--- src/rtl/uart_pkg.sv ---
// uart_pkg: shared types and constants for the UART transmit sequencer.
//   state_t      sequencer FSM states
//   TL_GET/TL_PUT_F  TileLink A-channel opcodes used by the sequencer
//   UART_THR/UART_LSR  register offsets inside the uart slave
//   LSR_THRE     bit index of "transmit holding register empty" in LSR
package uart_pkg;

   typedef enum logic [2:0] {
      S_IDLE     = 3'd0,
      S_POLL_REQ = 3'd1,
      S_POLL_RSP = 3'd2,
      S_PUT_REQ  = 3'd3,
      S_PUT_RSP  = 3'd4
   } state_t;

   localparam logic [2:0]  TL_PUT_F = 3'd0;
   localparam logic [2:0]  TL_GET   = 3'd4;

   localparam logic [63:0] UART_THR = 64'd0;
   localparam logic [63:0] UART_LSR = 64'd5;

   localparam int LSR_THRE    = 5;
   localparam int TL_SOURCE_W = 8;

endpackage

--- src/rtl/sync_fifo.sv ---
// sync_fifo: single-clock FIFO with extended pointers.
//   clk, rst_n     clock, async active-low reset (pointers only)
//   push, wdata    write request; ignored while full
//   pop            read request; ignored while empty
//   rdata          head entry (valid while !empty)
//   full, empty    status
//   level          number of stored entries
// Pointers carry one extra bit so full and empty differ only in the MSB.
module sync_fifo #(
   parameter int WIDTH = 8,
   parameter int DEPTH = 8
) (
   input  logic                     clk,
   input  logic                     rst_n,
   input  logic                     push,
   input  logic [WIDTH-1:0]         wdata,
   input  logic                     pop,
   output logic [WIDTH-1:0]         rdata,
   output logic                     full,
   output logic                     empty,
   output logic [$clog2(DEPTH):0]   level
);

   localparam int AW = $clog2(DEPTH);

   logic [WIDTH-1:0] mem [DEPTH];
   logic [AW:0]      wptr;
   logic [AW:0]      rptr;
   logic             do_push;
   logic             do_pop;

   assign full    = (wptr[AW] != rptr[AW]) && (wptr[AW-1:0] == rptr[AW-1:0]);
   assign empty   = (wptr == rptr);
   assign do_push = push && !full;
   assign do_pop  = pop && !empty;
   assign level   = wptr - rptr;
   assign rdata   = mem[rptr[AW-1:0]];

   always_ff @(posedge clk or negedge rst_n) begin
      if (!rst_n) begin
         wptr <= '0;
         rptr <= '0;
      end else begin
         if (do_push) wptr <= wptr + 1'b1;
         if (do_pop)  rptr <= rptr + 1'b1;
      end
   end

   always_ff @(posedge clk) begin
      if (do_push) mem[wptr[AW-1:0]] <= wdata;
   end

endmodule

--- src/rtl/uart_tx_sequencer.sv ---
// uart_tx_sequencer: TileLink master that drains a byte FIFO into a uart.
// For every byte it polls LSR (GET) until THRE is set, then writes THR
// (PutFullData). The byte is popped only when the PUT is acknowledged.
//   clk, rst_n           clock, async active-low reset
//   tx_valid/tx_ready/tx_data   byte source handshake
//   busy                 FIFO non-empty or FSM not idle
//   err, err_clr         sticky response error flag and its clear
//   a_*, d_*             TileLink A (out) and D (in) channels, d_ready out
// Optional build macro UART_TX_CRLF_EN: a 0x0A byte is preceded on the wire
// by a 0x0D; the extra PUT does not pop the FIFO.
//
// state       | meaning
// S_IDLE      | FIFO empty, nothing in flight
// S_POLL_REQ  | GET of LSR offered on channel A
// S_POLL_RSP  | waiting for LSR data on channel D
// S_PUT_REQ   | PutFullData of head byte to THR offered on channel A
// S_PUT_RSP   | waiting for the AccessAck of the PUT
module uart_tx_sequencer
   import uart_pkg::*;
#(
   parameter int                     FIFO_DEPTH = 8,
   parameter logic [TL_SOURCE_W-1:0] SOURCE_ID  = '0,
   parameter logic [63:0]            UART_BASE  = 64'h0
) (
   input  logic                   clk,
   input  logic                   rst_n,
   input  logic                   tx_valid,
   output logic                   tx_ready,
   input  logic [7:0]             tx_data,
   output logic                   busy,
   output logic                   err,
   input  logic                   err_clr,
   output logic                   a_valid,
   input  logic                   a_ready,
   output logic [2:0]             a_opcode,
   output logic [63:0]            a_address,
   output logic [63:0]            a_data,
   output logic [2:0]             a_size,
   output logic [TL_SOURCE_W-1:0] a_source,
   input  logic                   d_valid,
   output logic                   d_ready,
   input  logic [63:0]            d_data,
   input  logic                   d_denied,
   input  logic [TL_SOURCE_W-1:0] d_source
);

   localparam int AW = $clog2(FIFO_DEPTH);

   state_t       state;
   state_t       state_nxt;
   logic         push;
   logic         pop;
   logic         full;
   logic         empty;
   logic [7:0]   head;
   logic [AW:0]  level;
   logic         rsp_bad;
   logic         rsp_bad_evt;
   logic         still_nonempty;
   logic         expand;
   logic         cr_set;
   logic [7:0]   put_byte;
   logic         unused_d_data;

   assign tx_ready = !full;
   assign push     = tx_valid && tx_ready;
   assign busy     = !empty || (state != S_IDLE);
   assign a_size   = 3'd0;
   assign a_source = SOURCE_ID;
   assign rsp_bad  = d_denied || (d_source != SOURCE_ID);

   // A byte pushed in the same cycle as the last pop keeps the FSM polling.
   assign still_nonempty = (level > {{AW{1'b0}}, 1'b1}) || push;

   assign unused_d_data = ^{d_data[63:LSR_THRE+1], d_data[LSR_THRE-1:0]};

   sync_fifo #(
      .WIDTH (8),
      .DEPTH (FIFO_DEPTH)
   ) u_fifo (
      .clk   (clk),
      .rst_n (rst_n),
      .push  (push),
      .wdata (tx_data),
      .pop   (pop),
      .rdata (head),
      .full  (full),
      .empty (empty),
      .level (level)
   );

`ifdef UART_TX_CRLF_EN
   logic cr_done;

   always_ff @(posedge clk or negedge rst_n) begin
      if (!rst_n)      cr_done <= 1'b0;
      else if (pop)    cr_done <= 1'b0;
      else if (cr_set) cr_done <= 1'b1;
   end

   assign expand   = (head == 8'h0A) && !cr_done;
   assign put_byte = expand ? 8'h0D : head;
`else
   logic unused_cr_set;

   assign expand        = 1'b0;
   assign put_byte      = head;
   assign unused_cr_set = cr_set;
`endif

   always_ff @(posedge clk or negedge rst_n) begin
      if (!rst_n) state <= S_IDLE;
      else        state <= state_nxt;
   end

   always_comb begin
      state_nxt   = state;
      a_valid     = 1'b0;
      a_opcode    = TL_GET;
      a_address   = UART_BASE + UART_LSR;
      a_data      = '0;
      d_ready     = 1'b0;
      pop         = 1'b0;
      cr_set      = 1'b0;
      rsp_bad_evt = 1'b0;
      case (state)
         S_IDLE: begin
            if (!empty) state_nxt = S_POLL_REQ;
         end
         S_POLL_REQ: begin
            a_valid = 1'b1;
            if (a_ready) state_nxt = S_POLL_RSP;
         end
         S_POLL_RSP: begin
            d_ready = 1'b1;
            if (d_valid) begin
               if (rsp_bad) begin
                  rsp_bad_evt = 1'b1;
                  state_nxt   = S_POLL_REQ;
               end else if (d_data[LSR_THRE]) begin
                  state_nxt = S_PUT_REQ;
               end else begin
                  state_nxt = S_POLL_REQ;
               end
            end
         end
         S_PUT_REQ: begin
            a_valid   = 1'b1;
            a_opcode  = TL_PUT_F;
            a_address = UART_BASE + UART_THR;
            a_data    = {56'b0, put_byte};
            if (a_ready) state_nxt = S_PUT_RSP;
         end
         S_PUT_RSP: begin
            d_ready = 1'b1;
            if (d_valid) begin
               if (rsp_bad) begin
                  rsp_bad_evt = 1'b1;
                  state_nxt   = S_POLL_REQ;
               end else if (expand) begin
                  cr_set    = 1'b1;
                  state_nxt = S_POLL_REQ;
               end else begin
                  pop       = 1'b1;
                  state_nxt = still_nonempty ? S_POLL_REQ : S_IDLE;
               end
            end
         end
         default: state_nxt = S_IDLE;
      endcase
   end

   always_ff @(posedge clk or negedge rst_n) begin
      if (!rst_n)           err <= 1'b0;
      else if (rsp_bad_evt) err <= 1'b1;
      else if (err_clr)     err <= 1'b0;
   end

endmodule
--- config.mk ---
export PLATFORM = sky130hd
export DESIGN_NAME = uart_tx_sequencer
export DESIGN_NICKNAME = d
export VERILOG_FILES = /design/src/rtl/uart_pkg.sv /design/src/rtl/sync_fifo.sv /design/src/rtl/uart_tx_sequencer.sv
export SDC_FILE = /design/constraint.sdc
export NUM_CORES = 1
export LEC_CHECK = 0
export ABC_AREA = 1
export BUFFER_PORTS_ARGS = -buffer_cell sky130_fd_sc_hd__buf_4
export CELL_PAD_IN_SITES_DETAIL_PLACEMENT = 0
export CELL_PAD_IN_SITES_GLOBAL_PLACEMENT = 1
export CORE_UTILIZATION = 35
export DETAILED_ROUTE_END_ITERATION = 16
export GPL_TIMING_DRIVEN = 1
export MAX_ROUTING_LAYER = met4
export PLACE_DENSITY = 0.84
export SYNTH_ARGS = -nofsm -noshare
export SYNTH_HDL_FRONTEND = slang
export SYNTH_SLANG_ARGS = --single-unit
--- constraint.sdc ---
create_clock -name clk -period 4 [get_ports clk]
set_input_delay 0.2 -clock clk [delete_from_list [all_inputs] [get_ports clk]]
set_output_delay 0.2 -clock clk [all_outputs]
set_load 0.01 [all_outputs]
# Yosys cells after proc, flatten, opt, wreduce, memory -nomap -nowiden
# Memories as Yosys holds them, arrays and structs flattened.
# Cells that the tools add are included.
# W data, S select, Z words.
[totals] output_inout_bits=147 ff_bits=12 word_cells=62 mem_bits_rw=64 n_memories=1 inputBits=87
[op_classes] n_eq_ne=12 n_addsub=3 muxes=25 n_lt_le_gt_ge=1 reduce_logical=16
[mem_list] memory="u_fifo.mem" depth=8 width=8 rd=1 rd_ports_with_merged_regs=0 wr=1 line_no="sync_fifo.sv:26" rtl="logic [WIDTH-1:0] mem [DEPTH];"
[ops] operator="$mux W3" count=7
[ops] operator="$pmux W3 S5" count=1
[ops] operator="$mux W1" count=14
[ops] operator="$ne A2 B2 Y1 const B" count=5
[ops] operator="$add A4 B1 Y4 const B" count=2
[ops] operator="$mux W8" count=1
[ops] operator="$reduce_bool A8 Y1" count=1
[ops] operator="$eq A3 B2 Y1 const B" count=2
[ops] operator="$reduce_and A5 Y1" count=1
[ops] operator="$eq A4 B4 Y1" count=1
[ops] operator="$gt A4 B1 Y1 const B" count=1
[ops] operator="$logic_and A1 B1 Y1" count=4
[ops] operator="$mux W2" count=2
[ops] operator="$reduce_or A2 Y1" count=2
[ops] operator="$sub A4 B4 Y4" count=1
[ops] operator="$eq A3 B1 Y1 const B" count=1
[ops] operator="$eq A3 B3 Y1" count=1
[ops] operator="$eq A3 B3 Y1 const B" count=1
[ops] operator="$logic_not A3 Y1" count=1
[ops] operator="$logic_or A1 B1 Y1" count=3
[ops] operator="$reduce_bool A3 Y1" count=1
[ops] operator="$logic_not A1 Y1" count=2
[ops] operator="$reduce_bool A2 Y1" count=1
[ops] operator="$ne A1 B1 Y1" count=1

# Logic depth before layout (Yosys ltp)
# Gate-level depths: netlist (run 1).
[logic_depth] ltp_word=9 ltp_mapped=12

# Cells and area by module
# From an unflattened synthesis (run 1), not the netlist that was laid out.
[hier_totals] cells_unflattened=578 hier_area_um2=4865.9
[by_module_without_submodules] mod="sync_fifo" area_per_inst_um2=3473.3 n_inst=1 seq_area_each_um2=2122.0 cells_each=372
[by_module_without_submodules] mod="uart_tx_sequencer" area_per_inst_um2=1392.6 n_inst=1 seq_area_each_um2=100.1 cells_each=206

# Least setup slack after synthesis (run 1)
# OpenSTA, ideal clock, no wires.
[synth_timing] kind="register to register" from="register u_fifo.rptr[1]" to="memory u_fifo.mem[2][0], enable pin" n_path_buf=2 required_time_ps=3630 arrival_ps=1985 path_stages_with_launch=12 synth_period_minus_slack_ps=2355 setup_time_ps=370 setup_slack_ps=1645 cell_sequence="dfrtp_1 -> buf_2 -> inv_1 -> buf_4 -> ha_1 -> nand3_1 -> inv_1 -> nand2_4 -> nand2_4 -> inv_4 -> nand2_1 -> nor2_1"
[synth_between] elab_chain_cells=7
[synth_rtl] element="start, declared" line_no="sync_fifo.sv:28" rtl="logic [AW:0] rptr;"
[synth_rtl] element="start signal, assigned" line_no="sync_fifo.sv:45" rtl="if (do_pop) rptr <= rptr + 1'b1;"
[synth_rtl] element="$eq A3 B3 Y1 *" line_no="sync_fifo.sv:32" rtl="assign full = (wptr[AW] != rptr[AW]) && (wptr[AW-1:0] == rptr[AW-1:0]);"
[synth_rtl] element="$logic_and A1 B1 Y1 *" line_no="sync_fifo.sv:32"
[synth_rtl] element="$logic_not A1 Y1 *" line_no="uart_tx_sequencer.sv:65" rtl="assign tx_ready = !full;"
[synth_rtl] element="named net tx_ready" line_no="uart_tx_sequencer.sv:28" rtl="output logic tx_ready,"
[synth_rtl] element="$logic_and A1 B1 Y1" line_no="uart_tx_sequencer.sv:66" rtl="assign push = tx_valid && tx_ready;"
[synth_rtl] element="$logic_and A1 B1 Y1 *" line_no="sync_fifo.sv:34" rtl="assign do_push = push && !full;"
[synth_rtl] element="$mux W1 *" line_no="sync_fifo.sv:50" rtl="if (do_push) mem[wptr[AW-1:0]] <= wdata;"
[synth_rtl] element="$mux W1 (not written as such) *" line_no="sync_fifo.sv:50"
[synth_rtl] element="end, declared" line_no="sync_fifo.sv:26"
# The timed path passes the listed nets; every way through them passes the cells marked *.

# Worst setup path after layout (run 1)
[layout_timing] from="register u_fifo.rptr[2]" to="memory u_fifo.mem[0][7], enable pin"
[layout_between] elab_chain_cells=7
[layout_rtl] element="$eq A3 B3 Y1 *" line_no="sync_fifo.sv:32"
[layout_rtl] element="$logic_and A1 B1 Y1 *" line_no="sync_fifo.sv:32"
[layout_rtl] element="$logic_not A1 Y1 *" line_no="sync_fifo.sv:34, uart_tx_sequencer.sv:65"
[layout_rtl] element="$logic_and A1 B1 Y1" line_no="uart_tx_sequencer.sv:66"
[layout_rtl] element="$logic_and A1 B1 Y1 *" line_no="sync_fifo.sv:34"
[layout_rtl] element="$mux W1 *" line_no="sync_fifo.sv:50"
[layout_rtl] element="$mux W1 (not written as such) *" line_no="sync_fifo.sv:50"
# Mark *: on every way between the ends. The rest lies on a longest branch, timed or not.

==> results of run 1 <==
==> stage by stage <==
step | total power [µW] | hold WS (ns) | instance area, µm² | instances | setup WS [ns]
after floorplan | 1590 | -0.0956 | 4870 | 567 | 1.64
after global placement | 1720 | 0.0518 | 4400 | 641 | 1.34
after detailed placement | 1740 | 0.0518 | 4400 | 641 | 1.28
after CTS | 2530 | 0.0541 | 4700 | 658 | 1.26
after global routing | 2640 | 0.0606 | 4700 | 658 | 1.10
final | 2510 | 0.0607 | 4700 | 658 | 1.24
==> critical path, stage by stage, from the launching register on <==
cell and delay (ns):
sky130_fd_sc_hd__dfrtp_1 0.64, sky130_fd_sc_hd__clkinv_1 0.18, sky130_fd_sc_hd__ha_1 0.39, sky130_fd_sc_hd__nand3_1 0.16
sky130_fd_sc_hd__inv_1 0.10, sky130_fd_sc_hd__nand2_4 0.09, sky130_fd_sc_hd__nand2_4 0.05, sky130_fd_sc_hd__inv_4 0.07
sky130_fd_sc_hd__nand2_1 0.13, sky130_fd_sc_hd__nor2_1 0.41, sky130_fd_sc_hd__buf_4 0.25
==> area by class of cell <==
| type | count | area (µm²) | area share |
|---|---|---|---|
| sequential | 76 | 2220 | 0.473 |
| multi-input combinational | 324 | 1500 | 0.319 |
| timing repair buffer | 51 | 385 | 0.0820 |
| clock buffer | 10 | 229 | 0.0487 |
| tap | 168 | 210 | 0.0447 |
| inverter | 23 | 88.8 | 0.0189 |
| clock inverter | 6 | 63.8 | 0.0136 |
==> what timing repair did <==
item / CTS / global route
buffers inserted: 0 / 0
hold buffers: 1 / 0
endpoints found under the hold margin: 12 / 0
==> synth_stat cells, types with 2 or more instances <==
library cell	n	area, µm²
sky130_fd_sc_hd__inv_1	19	71.3
sky130_fd_sc_hd__buf_2	9	45.0
sky130_fd_sc_hd__buf_4	134	1010
sky130_fd_sc_hd__dfrtp_1	12	300
sky130_fd_sc_hd__nor2_1	61	229
sky130_fd_sc_hd__a21oi_1	2	10.0
sky130_fd_sc_hd__nand2_4	4	45.0
sky130_fd_sc_hd__o21ai_1	4	20.0
sky130_fd_sc_hd__nand3_1	8	40.0
sky130_fd_sc_hd__o22ai_1	18	113
sky130_fd_sc_hd__edfxtp_1	64	1920
sky130_fd_sc_hd__nor2_2	3	18.8
sky130_fd_sc_hd__nor2_4	2	22.5
sky130_fd_sc_hd__ha_1	5	62.6
sky130_fd_sc_hd__nand2_1	32	120
sky130_fd_sc_hd__xor2_1	5	43.8
sky130_fd_sc_hd__clkinv_1	2	7.51
sky130_fd_sc_hd__o21ai_0	40	200
==> registers in the layout, summed over array words and instances, names as in the netlist <==
signal,flops
err,1
u_fifo.wptr,4
u_fifo.mem,64
state,3
u_fifo.rptr,4
==> power breakdown <==
group | switching (µW) | internal [µW]
Combinational | 423 | 230
Clock | 310 | 483
Sequential | 64.4 | 1000
==> worst paths after layout <==
| check | startpoint | end | slack (ns) |
|---|---|---|---|
| worst max-delay path | u_fifo.rptr[2]$_DFFE_PN0P_ | u_fifo.mem[0][7]$_DFFE_PP_ | 1.24 |
| worst min-delay path | err_clr | err$_DFFE_PN0P_ | 0.06 |
| worst max register to register | u_fifo.rptr[2]$_DFFE_PN0P_ | u_fifo.mem[0][7]$_DFFE_PP_ | 1.24 |
| worst min register to register | u_fifo.wptr[3]$_DFFE_PN0P_ | u_fifo.wptr[3]$_DFFE_PN0P_ | 0.50 |
| max in group asynchronous | rst_n | u_fifo.rptr[2]$_DFFE_PN0P_ | 3.60 |
| min in group asynchronous | rst_n | state[2]$_DFFE_PN0P_ | 0.24 |
==> routing by layer <==
metal	part of all wire	vias up	GRT usage	wire, µm
met1	0.42	1274	0.147	3290
met5	0	-	-	0
li1	-	1288	-	-
met4	0.011	0	0.0554	88
met2	0.50	141	0.207	3930
met3	0.070	7	0.0351	547
==> cells by family after synthesis <==
kind of cell | after synthesis | synth area share
xor gates and xnor gates | 5 | 0.0100
buffers and inverters | 167 | 0.262
DFF | 76 | 0.508
AOI/OAI and AO/OA | 66 | 0.0823
adders and majority gates | 6 | 0.0189
other | 1 | 0.000857
and+or+nand+nor | 116 | 0.119
==> flow_results.xml, run 1 <==
<?xml version="1.0" encoding="UTF-8"?>
<metrics>
  <group name="grt">
    <metric name="global_route_wire_length_before_repair" unit="µm">11700</metric>
    <metric name="globalRouteTotalUtil" unit="">0.127</metric>
    <metric name="grt_remaining_overflow" unit="">0</metric>
    <metric name="first_global_vias" unit="">2357</metric>
    <metric name="largest_net_degree_at_the_start_of_global_routing" unit="">38</metric>
    <metric name="grt_antenna_before_repair" unit="">0</metric>
  </group>
  <group name="synth">
    <metric name="synthesized_instance_count" unit="">437</metric>
    <metric name="synth_warnings" unit="">0</metric>
    <metric name="synth_seq_area_share" unit="">0.508</metric>
    <metric name="synth_seq_cells" unit="">76</metric>
    <metric name="synth-edff-count" unit="">64</metric>
    <metric name="per_instance_average_area_after_synthesis" unit="µm²">10.0</metric>
    <metric name="yosysUniqueCellTypes" unit="">31</metric>
    <metric name="synthArstFlopShare" unit="">0.158</metric>
    <metric name="syn-cell-area" unit="mm²">0.00438</metric>
    <metric name="postSynth.topFlopCell" unit="">sky130_fd_sc_hd__edfxtp_1</metric>
  </group>
  <group name="sta">
    <metric name="setup_tns" unit="ns">0</metric>
    <metric name="rsz0062_at_grt" unit="">false</metric>
    <metric name="count_of_endpoints_failing_setup_in_the_final_report" unit="">0</metric>
    <metric name="max_slew_margin_vs_limit" unit="">0.641</metric>
    <metric name="final_min_period_over_clock_period" unit="">0.691</metric>
    <metric name="worst_clock_skew" unit="ns">0.00792</metric>
    <metric name="fin_crit" unit="ns">2.76</metric>
    <metric name="maxSlewViolCount" unit="">0</metric>
    <metric name="fmax" unit="MHz">362</metric>
    <metric name="timing_worst_slew_pin_value" unit="ns">0.537</metric>
    <metric name="hold_violations" unit="">0</metric>
  </group>
  <group name="routing">
    <metric name="via_count" unit="">2710</metric>
    <metric name="route.detailed.vias_per_inst" unit="">4.12</metric>
    <metric name="detailedRoute.firstIterationViolations" unit="">133</metric>
    <metric name="detail_route.wl_per_cell" unit="µm">11.9</metric>
    <metric name="detail-route-antenna-nets" unit="">0</metric>
    <metric name="detail_route.drc_violations" unit="">0</metric>
    <metric name="finalWirelength" unit="µm">7850</metric>
    <metric name="drt_pre_antenna_iters" unit="">4</metric>
  </group>
  <group name="hold_path">
    <metric name="worst_min_path_class" unit="">input port to register</metric>
    <metric name="worstHoldPathCells" unit="">2</metric>
  </group>
  <group name="setup_path">
    <metric name="critical_path_arrival" unit="ns">2.81</metric>
    <metric name="worst_ep_required_time" unit="ns">4.04</metric>
    <metric name="critical_path.endpoint_type" unit="">register</metric>
    <metric name="worstSetupStartpointType" unit="">register</metric>
    <metric name="critical_path_peak_fanout" unit="">10</metric>
    <metric name="timing.reg2reg.worst_path_depth" unit="">10</metric>
    <metric name="timing.setup.critical_path_class" unit="">register to register</metric>
  </group>
  <group name="clock_network">
    <metric name="max-clock-path-buffers" unit="">2</metric>
    <metric name="clock_sinks" unit="">76</metric>
    <metric name="number_of_buffers_added_by_the_clock_tree_synthesis_step" unit="">9</metric>
    <metric name="cts.reportedPaths.clkPinSlew" unit="ns">0.06</metric>
    <metric name="ctsHtreeMaxLevel" unit="">3</metric>
    <metric name="clk_latency" unit="ns">0.34</metric>
    <metric name="clk_root_buffer_cell" unit="">sky130_fd_sc_hd__clkbuf_16</metric>
    <metric name="tritoncts" unit="">built</metric>
    <metric name="postCtsResizedCells" unit="">0</metric>
  </group>
  <group name="final_layout">
    <metric name="layout-area-overhead-vs-synth" unit="%">7.32</metric>
    <metric name="nets" unit="">578</metric>
    <metric name="mostFrequentLayoutCells" unit="">131 x sky130_fd_sc_hd__conb_1, 64 x sky130_fd_sc_hd__edfxtp_1, 61 x sky130_fd_sc_hd__nor2_1</metric>
    <metric name="drive_gt1_frac" unit="">0.165</metric>
    <metric name="postLayoutCoreUtil" unit="">0.388</metric>
    <metric name="diodes" unit="">0</metric>
    <metric name="nFillCells" unit="">1196</metric>
    <metric name="mostFrequentLayoutCell" unit="">sky130_fd_sc_hd__conb_1</metric>
  </group>
  <group name="power">
    <metric name="power.ir.vdd_worst" unit="V">0.000404</metric>
    <metric name="p_per_area" unit="mW/mm²">534</metric>
    <metric name="static-leakage-power" unit="µW">0.00207</metric>
  </group>
  <group name="floorplanning">
    <metric name="boundaryPins" unit="">234</metric>
    <metric name="die_height" unit="µm">114</metric>
    <metric name="initial_core_utilization" unit="">0.361</metric>
    <metric name="floorplan.core_area" unit="mm²">0.0121</metric>
    <metric name="placementRows" unit="">40</metric>
    <metric name="floorplan.die.width" unit="µm">114</metric>
    <metric name="dieArea" unit="mm²">0.0130</metric>
  </group>
  <group name="place">
    <metric name="globalplace.congestion" unit="">0.762</metric>
    <metric name="buffer_ports.inserted" unit="">39</metric>
    <metric name="post-dp-hpwl" unit="µm">5370</metric>
  </group>
  <group name="job">
    <metric name="max_cap_violations" unit="">0</metric>
  </group>
  <group name="outcome">
    <metric name="outcome" unit="">finished, final reports clean</metric>
  </group>
</metrics>
Power figures use the tool's default switching activity.
==> inputs of run 2 (changes only) <==
Settings changed: CORE_UTILIZATION 35 to 33, PLACE_DENSITY 0.84 to 0.8.
Clock period 4 ns to 2.7 ns, I/O delays scaled along.
==> run 2 against run 1 <==
Worst setup slack got worse by 0.79 ns. Utilization fell by 1.2 points. Non-clock buffer count rose by 9. Register-to-register slack got worse by 0.65 ns. Die area rose by 6.0%. Hold slack got worse by 0.026 ns. Cell area rose by 2.2%. Sequential share of layout area fell by 1.0 points. Critical endpoint is now a_data[0]. Clock-buffer cell count fell by 1. Global-route usage fell by 0.24 points.
==> flow_results.xml, run 2 (same netlist as run 1, synthesis figures left out) <==
<?xml version="1.0" encoding="UTF-8"?>
<metrics>
  <group name="routing">
    <metric name="drt_pre_antenna_iters" unit="">4</metric>
    <metric name="detailedRoute.firstIterationViolations" unit="">159</metric>
    <metric name="via_count" unit="">2758</metric>
    <metric name="detail_route.drc_violations" unit="">0</metric>
    <metric name="detail-route-antenna-nets" unit="">0</metric>
    <metric name="finalWirelength" unit="µm">8050</metric>
    <metric name="route.detailed.vias_per_inst" unit="">4.11</metric>
    <metric name="detail_route.wl_per_cell" unit="µm">12.0</metric>
  </group>
  <group name="floorplanning">
    <metric name="initial_core_utilization" unit="">0.343</metric>
    <metric name="die_height" unit="µm">117</metric>
    <metric name="dieArea" unit="mm²">0.0137</metric>
    <metric name="floorplan.die.width" unit="µm">117</metric>
    <metric name="boundaryPins" unit="">234</metric>
    <metric name="floorplan.core_area" unit="mm²">0.0128</metric>
    <metric name="placementRows" unit="">41</metric>
  </group>
  <group name="sta">
    <metric name="worst_slack" unit="ns">0.440</metric>
    <metric name="fin_crit" unit="ns">2.26</metric>
    <metric name="hold_violations" unit="">0</metric>
    <metric name="fmax" unit="MHz">443</metric>
    <metric name="maxSlewViolCount" unit="">0</metric>
    <metric name="max_slew_margin_vs_limit" unit="">0.637</metric>
    <metric name="final_min_period_over_clock_period" unit="">0.837</metric>
    <metric name="timing_worst_slew_pin_value" unit="ns">0.544</metric>
    <metric name="worst_clock_skew" unit="ns">0.00579</metric>
    <metric name="rsz0062_at_grt" unit="">false</metric>
    <metric name="setup_tns" unit="ns">0</metric>
    <metric name="count_of_endpoints_failing_setup_in_the_final_report" unit="">0</metric>
  </group>
  <group name="grt">
    <metric name="globalRouteMet1Util" unit="">0.138</metric>
    <metric name="globalRouteTotalUtil" unit="">0.124</metric>
    <metric name="grt_remaining_overflow" unit="">0</metric>
    <metric name="grt.met3_usage" unit="">0.0268</metric>
    <metric name="grt_antenna_before_repair" unit="">0</metric>
    <metric name="largest_net_degree_at_the_start_of_global_routing" unit="">33</metric>
    <metric name="first_global_vias" unit="">2494</metric>
    <metric name="grt-busiest-layer" unit="">met2</metric>
    <metric name="global_route_wire_length_before_repair" unit="µm">12100</metric>
    <metric name="globalRouteMet2Util" unit="">0.220</metric>
  </group>
  <group name="clock_network">
    <metric name="post-cts-setup-buffers" unit="">0</metric>
    <metric name="clk_root_buffer_cell" unit="">sky130_fd_sc_hd__clkbuf_16</metric>
    <metric name="ctsHtreeMaxLevel" unit="">3</metric>
    <metric name="clock_sinks" unit="">76</metric>
    <metric name="max-clock-path-buffers" unit="">2</metric>
    <metric name="clk_latency" unit="ns">0.33</metric>
    <metric name="cts.reportedPaths.clkPinSlew" unit="ns">0.06</metric>
    <metric name="number_of_buffers_added_by_the_clock_tree_synthesis_step" unit="">9</metric>
    <metric name="tritoncts" unit="">built</metric>
  </group>
  <group name="power">
    <metric name="switching_power" unit="µW">1200</metric>
    <metric name="sequentialPowerShare" unit="">0.410</metric>
    <metric name="totalPowerFinal" unit="µW">3860</metric>
    <metric name="power.ir.vdd_worst" unit="V">0.000447</metric>
    <metric name="cellInternalPower" unit="µW">2660</metric>
    <metric name="p_comb_frac" unit="">0.259</metric>
    <metric name="power.share.clock" unit="">0.332</metric>
    <metric name="p_sw_frac" unit="">0.310</metric>
    <metric name="static-leakage-power" unit="µW">0.00213</metric>
    <metric name="p_per_area" unit="mW/mm²">804</metric>
  </group>
  <group name="final_layout">
    <metric name="layout-area-overhead-vs-synth" unit="%">9.72</metric>
    <metric name="nets" unit="">587</metric>
    <metric name="mostFrequentLayoutCell" unit="">sky130_fd_sc_hd__conb_1</metric>
    <metric name="mostFrequentLayoutCells" unit="">131 x sky130_fd_sc_hd__conb_1, 64 x sky130_fd_sc_hd__edfxtp_1, 61 x sky130_fd_sc_hd__nor2_1</metric>
    <metric name="nFillCells" unit="">1231</metric>
    <metric name="drive_gt1_frac" unit="">0.178</metric>
    <metric name="postLayoutCoreUtil" unit="">0.376</metric>
    <metric name="diodes" unit="">0</metric>
    <metric name="final-instance-count-excl-fill" unit="">671</metric>
    <metric name="largest_reg_flops" unit="">64</metric>
  </group>
  <group name="job">
    <metric name="max_cap_violations" unit="">0</metric>
  </group>
  <group name="place">
    <metric name="buffer_ports.inserted" unit="">39</metric>
    <metric name="dp_slack" unit="ns">0.626</metric>
    <metric name="post-dp-hpwl" unit="µm">5680</metric>
    <metric name="dp.cells" unit="">653</metric>
    <metric name="globalplace.congestion" unit="">0.756</metric>
  </group>
  <group name="setup_path">
    <metric name="critical_path_peak_fanout" unit="">32</metric>
    <metric name="worst_ep_required_time" unit="ns">2.57</metric>
    <metric name="timing.setup.critical_path_class" unit="">register to output pin</metric>
    <metric name="critical_path.endpoint_type" unit="">output pin</metric>
    <metric name="worstSetupStartpointType" unit="">register</metric>
    <metric name="critical_path_arrival" unit="ns">2.12</metric>
  </group>
  <group name="outcome">
    <metric name="outcome" unit="">finished, final reports clean</metric>
  </group>
  <group name="hold_path">
    <metric name="worst_min_path_class" unit="">input port to register</metric>
  </group>
</metrics>
[run 2: cell count changes in the layout (fill, tap and decap cells not counted)]
cell,change
sky130_fd_sc_hd__buf_4,+8
sky130_fd_sc_hd__bufinv_16,+1
sky130_fd_sc_hd__clkbuf_1,-1
sky130_fd_sc_hd__clkinv_1,+1
sky130_fd_sc_hd__clkinv_2,-2
sky130_fd_sc_hd__clkinvlp_4,-1
sky130_fd_sc_hd__dlygate4sd3_1,+1
sky130_fd_sc_hd__inv_6,+2
[run 2: timing repair]
action,4_1_cts,5_1_grt
endpoints found under the hold margin,13,0
resized for setup,0,0
hold buffers,2,0
[run 2: area by class of cell]
class                   instances  area (µm²)  share of cell area
clock inverters                 7        97.6              0.0203
flip-flops and latches         76        2220               0.463
repair buffers                 60         455              0.0948
well taps                     172         215              0.0448
multi-input cells             324        1500               0.312
inverters                      23        88.8              0.0185
clock buffers                   9         225              0.0469
[run 2: through the flow]
stage | cell area [µm²] | hold WS (ns)
after floorplan | 4870 | -0.161
after global placement | 4460 | -0.0132
after detailed placement | 4460 | -0.0102
after CTS | 4800 | 0.0245
after global routing | 4800 | 0.0334
final | 4800 | 0.0346
[run 2: final timing paths]
kind	start	endpoint	slack, ns	cells after the start
min in group asynchronous	rst_n	u_fifo.wptr[1]$_DFFE_PN0P_	0.17	2
worst max-delay path	u_fifo.rptr[0]$_DFFE_PN0P_	a_data[0]	0.44	7
worst max register to register	u_fifo.rptr[2]$_DFFE_PN0P_	u_fifo.mem[0][5]$_DFFE_PP_	0.59	10
max in group asynchronous	rst_n	u_fifo.rptr[1]$_DFFE_PN0P_	2.37	2
worst min register to register	u_fifo.wptr[3]$_DFFE_PN0P_	u_fifo.wptr[3]$_DFFE_PN0P_	0.51	1
worst min-delay path	tx_data[2]	u_fifo.mem[7][2]$_DFFE_PP_	0.03	1
[run 2: layer usage]
metal,wire length (µm),up-vias
met1,3250,1284
met2,4210,158
met5,0,-
met4,61,0
li1,-,1310
met3,525,6
[run 2: worst max-delay path, cell delays in order (launching register included)]
cell and delay [ns]:
sky130_fd_sc_hd__dfrtp_1 0.41, sky130_fd_sc_hd__buf_4 0.22, sky130_fd_sc_hd__inv_2 0.43, sky130_fd_sc_hd__o21ai_0 0.14
sky130_fd_sc_hd__o22ai_1 0.12, sky130_fd_sc_hd__o21ai_0 0.11, sky130_fd_sc_hd__nor2_1 0.18, sky130_fd_sc_hd__buf_4 0.16
[run 2: power groups by stage]
| stage | registers [µW] | logic [µW] | clock network (µW) |
|---|---|---|---|
| 2_1_floorplan | 1590 | 777 | 0 |
| 3_3_place_gp | 1590 | 978 | 0 |
| 3_5_place_dp | 1600 | 1010 | 0 |
| 4_1_cts | 1580 | 1010 | 1300 |
| 5_1_grt | 1600 | 1120 | 1340 |
| 6_report | 1580 | 998 | 1280 |
==> inputs of run 3 (changes only) <==
Settings changed: ABC_AREA 1 to 0, CORE_UTILIZATION 33 to 31, PLACE_DENSITY 0.8 to 0.77.
Clock period 2.7 ns to 2 ns, I/O delays scaled along.
==> run 3 against run 2 <==
Register-to-register slack lost 0.46 ns. Combinational power grew 59%. Total power increased by 41%. Die area grew 4.7%. Largest power group unchanged. Clock-buffer cell count unchanged. Worst setup slack worse by 0.37 ns. Hold slack got worse by 0.022 ns. Non-clock buffer count increased by 11. Synthesized area decreased by 1.5%.
==> flow_results.xml, run 3 <==
<?xml version="1.0" encoding="UTF-8"?>
<metrics>
  <group name="final_layout">
    <metric name="drive_gt1_frac" unit="">0.278</metric>
    <metric name="layout-area-overhead-vs-synth" unit="%">16.5</metric>
    <metric name="mostFrequentLayoutCell" unit="">sky130_fd_sc_hd__conb_1</metric>
    <metric name="diodes" unit="">0</metric>
    <metric name="largest_reg_flops" unit="">64</metric>
    <metric name="mostFrequentLayoutCells" unit="">131 x sky130_fd_sc_hd__conb_1, 64 x sky130_fd_sc_hd__edfxtp_1, 56 x sky130_fd_sc_hd__buf_4</metric>
    <metric name="nets" unit="">501</metric>
  </group>
  <group name="sta">
    <metric name="hold_violations" unit="">0</metric>
    <metric name="maxSlewViolCount" unit="">0</metric>
    <metric name="fin_crit" unit="ns">1.93</metric>
    <metric name="rsz0062_at_grt" unit="">false</metric>
    <metric name="fmax" unit="MHz">518</metric>
    <metric name="final_min_period_over_clock_period" unit="">0.965</metric>
    <metric name="count_of_endpoints_failing_setup_in_the_final_report" unit="">0</metric>
    <metric name="worst_clock_skew" unit="ns">0.00757</metric>
    <metric name="setup_tns" unit="ns">0</metric>
  </group>
  <group name="power">
    <metric name="p_comb_frac" unit="">0.292</metric>
    <metric name="switching_power" unit="µW">1660</metric>
    <metric name="sequentialPowerShare" unit="">0.390</metric>
    <metric name="cellInternalPower" unit="µW">3780</metric>
    <metric name="power.share.clock" unit="">0.318</metric>
    <metric name="p_sw_frac" unit="">0.306</metric>
    <metric name="totalPowerFinal" unit="µW">5440</metric>
    <metric name="static-leakage-power" unit="µW">0.00205</metric>
    <metric name="p_per_area" unit="mW/mm²">1080</metric>
    <metric name="power.ir.vdd_worst" unit="V">0.000770</metric>
  </group>
  <group name="setup_path">
    <metric name="rr_startpoint" unit="">u_fifo.rptr[2]$_DFFE_PN0P_</metric>
    <metric name="timing.setup.critical_path_class" unit="">register to output pin</metric>
    <metric name="worst_ep_required_time" unit="ns">1.90</metric>
    <metric name="worstSetupStartpointType" unit="">register</metric>
    <metric name="worstPathCellList" unit="">buf_12 -&gt; mux4_2 -&gt; nand2_1 -&gt; a21oi_1 -&gt; buf_4</metric>
    <metric name="cp_slowest_cell" unit="">sky130_fd_sc_hd__mux4_2</metric>
    <metric name="critical_path_arrival" unit="ns">1.83</metric>
    <metric name="critical_path_peak_fanout" unit="">18</metric>
    <metric name="critPathLaunch" unit="">u_fifo.rptr[0]$_DFFE_PN0P_</metric>
    <metric name="worst-path-buf-inv" unit="">2</metric>
    <metric name="highest_cell_delay_on_the_worst_timing_path" unit="ns">0.52</metric>
    <metric name="path_delay_family" unit="">multiplexers</metric>
    <metric name="critical_path.endpoint_type" unit="">output pin</metric>
  </group>
  <group name="floorplanning">
    <metric name="initial_core_utilization" unit="">0.322</metric>
    <metric name="floorplan.core_area" unit="mm²">0.0134</metric>
    <metric name="placementRows" unit="">42</metric>
    <metric name="floorplan.die.width" unit="µm">120</metric>
    <metric name="dieArea" unit="mm²">0.0144</metric>
    <metric name="die_height" unit="µm">120</metric>
    <metric name="boundaryPins" unit="">234</metric>
  </group>
  <group name="hold_path">
    <metric name="worst_min_path_class" unit="">input port to register</metric>
    <metric name="holdCritStartpoint" unit="">tx_data[3]</metric>
  </group>
  <group name="synth">
    <metric name="yosysUniqueCellTypes" unit="">39</metric>
    <metric name="yosysMostFrequentCell" unit="">sky130_fd_sc_hd__buf_4</metric>
    <metric name="synthDominantCellAreaShare" unit="">0.446</metric>
    <metric name="synth_area_leader_cell" unit="">sky130_fd_sc_hd__edfxtp_1</metric>
    <metric name="postSynth.topFlopCell" unit="">sky130_fd_sc_hd__edfxtp_1</metric>
    <metric name="synth-edff-count" unit="">64</metric>
    <metric name="synth_seq_area_share" unit="">0.516</metric>
    <metric name="synthArstFlopShare" unit="">0.158</metric>
    <metric name="synthesized_instance_count" unit="">337</metric>
    <metric name="yosys-top-cells-count" unit="">133 x sky130_fd_sc_hd__buf_4, 64 x sky130_fd_sc_hd__edfxtp_1, 29 x sky130_fd_sc_hd__nand2_1</metric>
    <metric name="netlist_top_cells_area" unit="">sky130_fd_sc_hd__edfxtp_1 45%, sky130_fd_sc_hd__buf_4 23%, sky130_fd_sc_hd__mux4_2 8.4%, sky130_fd_sc_hd__dfrtp_1 7.0%, sky130_fd_sc_hd__nand2_1 2.5%</metric>
    <metric name="synth_warnings" unit="">0</metric>
    <metric name="per_instance_average_area_after_synthesis" unit="µm²">12.8</metric>
    <metric name="syn-cell-area" unit="mm²">0.00431</metric>
    <metric name="synth_seq_cells" unit="">76</metric>
  </group>
  <group name="routing">
    <metric name="detailedRoute.firstIterationViolations" unit="">93</metric>
    <metric name="detail-route-antenna-nets" unit="">0</metric>
    <metric name="via_count" unit="">2333</metric>
    <metric name="detail_route.wl_per_cell" unit="µm">12.4</metric>
    <metric name="route.detailed.vias_per_inst" unit="">3.96</metric>
    <metric name="detail_route.drc_violations" unit="">0</metric>
    <metric name="drt_pre_antenna_iters" unit="">4</metric>
    <metric name="finalWirelength" unit="µm">7310</metric>
  </group>
  <group name="clock_network">
    <metric name="clk_root_buffer_cell" unit="">sky130_fd_sc_hd__clkbuf_16</metric>
    <metric name="number_of_buffers_added_by_the_clock_tree_synthesis_step" unit="">9</metric>
    <metric name="max-clock-path-buffers" unit="">2</metric>
    <metric name="cts.reportedPaths.clkPinSlew" unit="ns">0.06</metric>
    <metric name="clock_sinks" unit="">76</metric>
    <metric name="ctsHtreeMaxLevel" unit="">3</metric>
    <metric name="clk_latency" unit="ns">0.33</metric>
    <metric name="tritoncts" unit="">built</metric>
  </group>
  <group name="place">
    <metric name="globalplace.congestion" unit="">0.779</metric>
    <metric name="post-dp-hpwl" unit="µm">5350</metric>
    <metric name="buffer_ports.inserted" unit="">39</metric>
  </group>
  <group name="grt">
    <metric name="global_route_wire_length_before_repair" unit="µm">11300</metric>
    <metric name="first_global_vias" unit="">2171</metric>
    <metric name="largest_net_degree_at_the_start_of_global_routing" unit="">20</metric>
    <metric name="grt_antenna_before_repair" unit="">0</metric>
    <metric name="grt_remaining_overflow" unit="">0</metric>
    <metric name="globalRouteTotalUtil" unit="">0.109</metric>
  </group>
  <group name="job">
    <metric name="max_cap_violations" unit="">0</metric>
  </group>
  <group name="outcome">
    <metric name="outcome" unit="">finished, final reports clean</metric>
  </group>
</metrics>
run 3: cell count changes after synthesis, sizes merged, moves of 3 or more:
cell,before,now
o22ai,18,2
buf,143,135
a21oi,3,9
clkbuf,1,6
o21ai,44,5
xnor2,0,7
mux4,0,16
nand3,9,1
nand2,37,29
inv,21,5
nand2b,0,3
nor2,66,7
nor3,2,5
run 3: power by group through the flow:
stage	sequential (µW)	combinational [µW]	clock (µW)
3_5_place_dp	2150	1570	0
3_3_place_gp	2130	1520	0
4_1_cts	2120	1610	1770
6_report	2120	1590	1730
2_1_floorplan	2180	1120	0
5_1_grt	2150	1740	1830
run 3: stage by stage:
step / cells / cell area [µm²] / setup WS (ns) / hold slack, ns / utilization
after floorplan: 467 / 4930 / 0.00788 / -0.196 / -
after global routing: 589 / 5020 / 0.00335 / 0.0107 / 0.375
final: 589 / 5020 / 0.0696 / 0.0125 / 0.375
after detailed placement: 561 / 4550 / 0.0103 / -0.0489 / 0.340
after global placement: 561 / 4550 / 0.0436 / -0.0526 / 0.340
after CTS: 588 / 5000 / 0.0199 / 0.00741 / 0.373
run 3: worst paths after layout:
check / to / slack, ns / cells past startpoint
min: u_fifo.mem[2][3]$_DFFE_PP_ / 0.01 / 1
max: a_data[2] / 0.07 / 5
max in group asynchronous: u_fifo.wptr[0]$_DFFE_PN0P_ / 1.69 / 2
max reg2reg: u_fifo.mem[7][2]$_DFFE_PP_ / 0.13 / 6
min in group asynchronous: u_fifo.rptr[3]$_DFFE_PN0P_ / 0.14 / 2
min reg2reg: u_fifo.rptr[3]$_DFFE_PN0P_ / 0.54 / 1
run 3: area by class of cell:
cell class	count	area, µm²
fillers	1283	8380
multi-input cells	244	1610
flip-flops and latches	76	2220
inverters	6	22.5
well taps	176	220
repair buffers	71	621
clock buffers	9	225
clock inverters	7	100
run 3: cells by family after synthesis:
group / share of synthesized area
AOI/OAI and AO/OA: 0.0302
xor gates and xnor gates: 0.0224
adders and majority gates: 0.0192
buffers and inverters: 0.257
DFF: 0.516
muxes: 0.0836
other: 0.000870
and+or+nand+nor: 0.0717
run 3: worst reg2reg max path: cells and delay by family, from the launching register on:
family,cells,cell delay [ns]
adder cells (fa/ha/maj),1,0.36
AND/OR/NAND/NOR,3,0.55
AO/OA/AOI/OAI,1,0.19
flip-flops,1,0.35
buffers and inverters,1,0.09
run 3: metal layers:
layer / vias up / part of all wire / wire length, µm / track usage
met3: 12 / 0.054 / 393 / 0.0266
li1: 1060 / - / - / -
met1: 1140 / 0.38 / 2770 / 0.116
met5: - / 0 / 0 / -
met4: 0 / 0.018 / 131 / 0.0391
met2: 121 / 0.55 / 4010 / 0.195
run 3: what timing repair did:
item                                    in CTS  in global routing
hold buffers                                10                  0
resized for setup                            2                  2
hold endpoints to repair                    70                  0
pin swaps                                    1                  0
endpoints found under the setup margin      11                  6
setup buffers                                1                  1
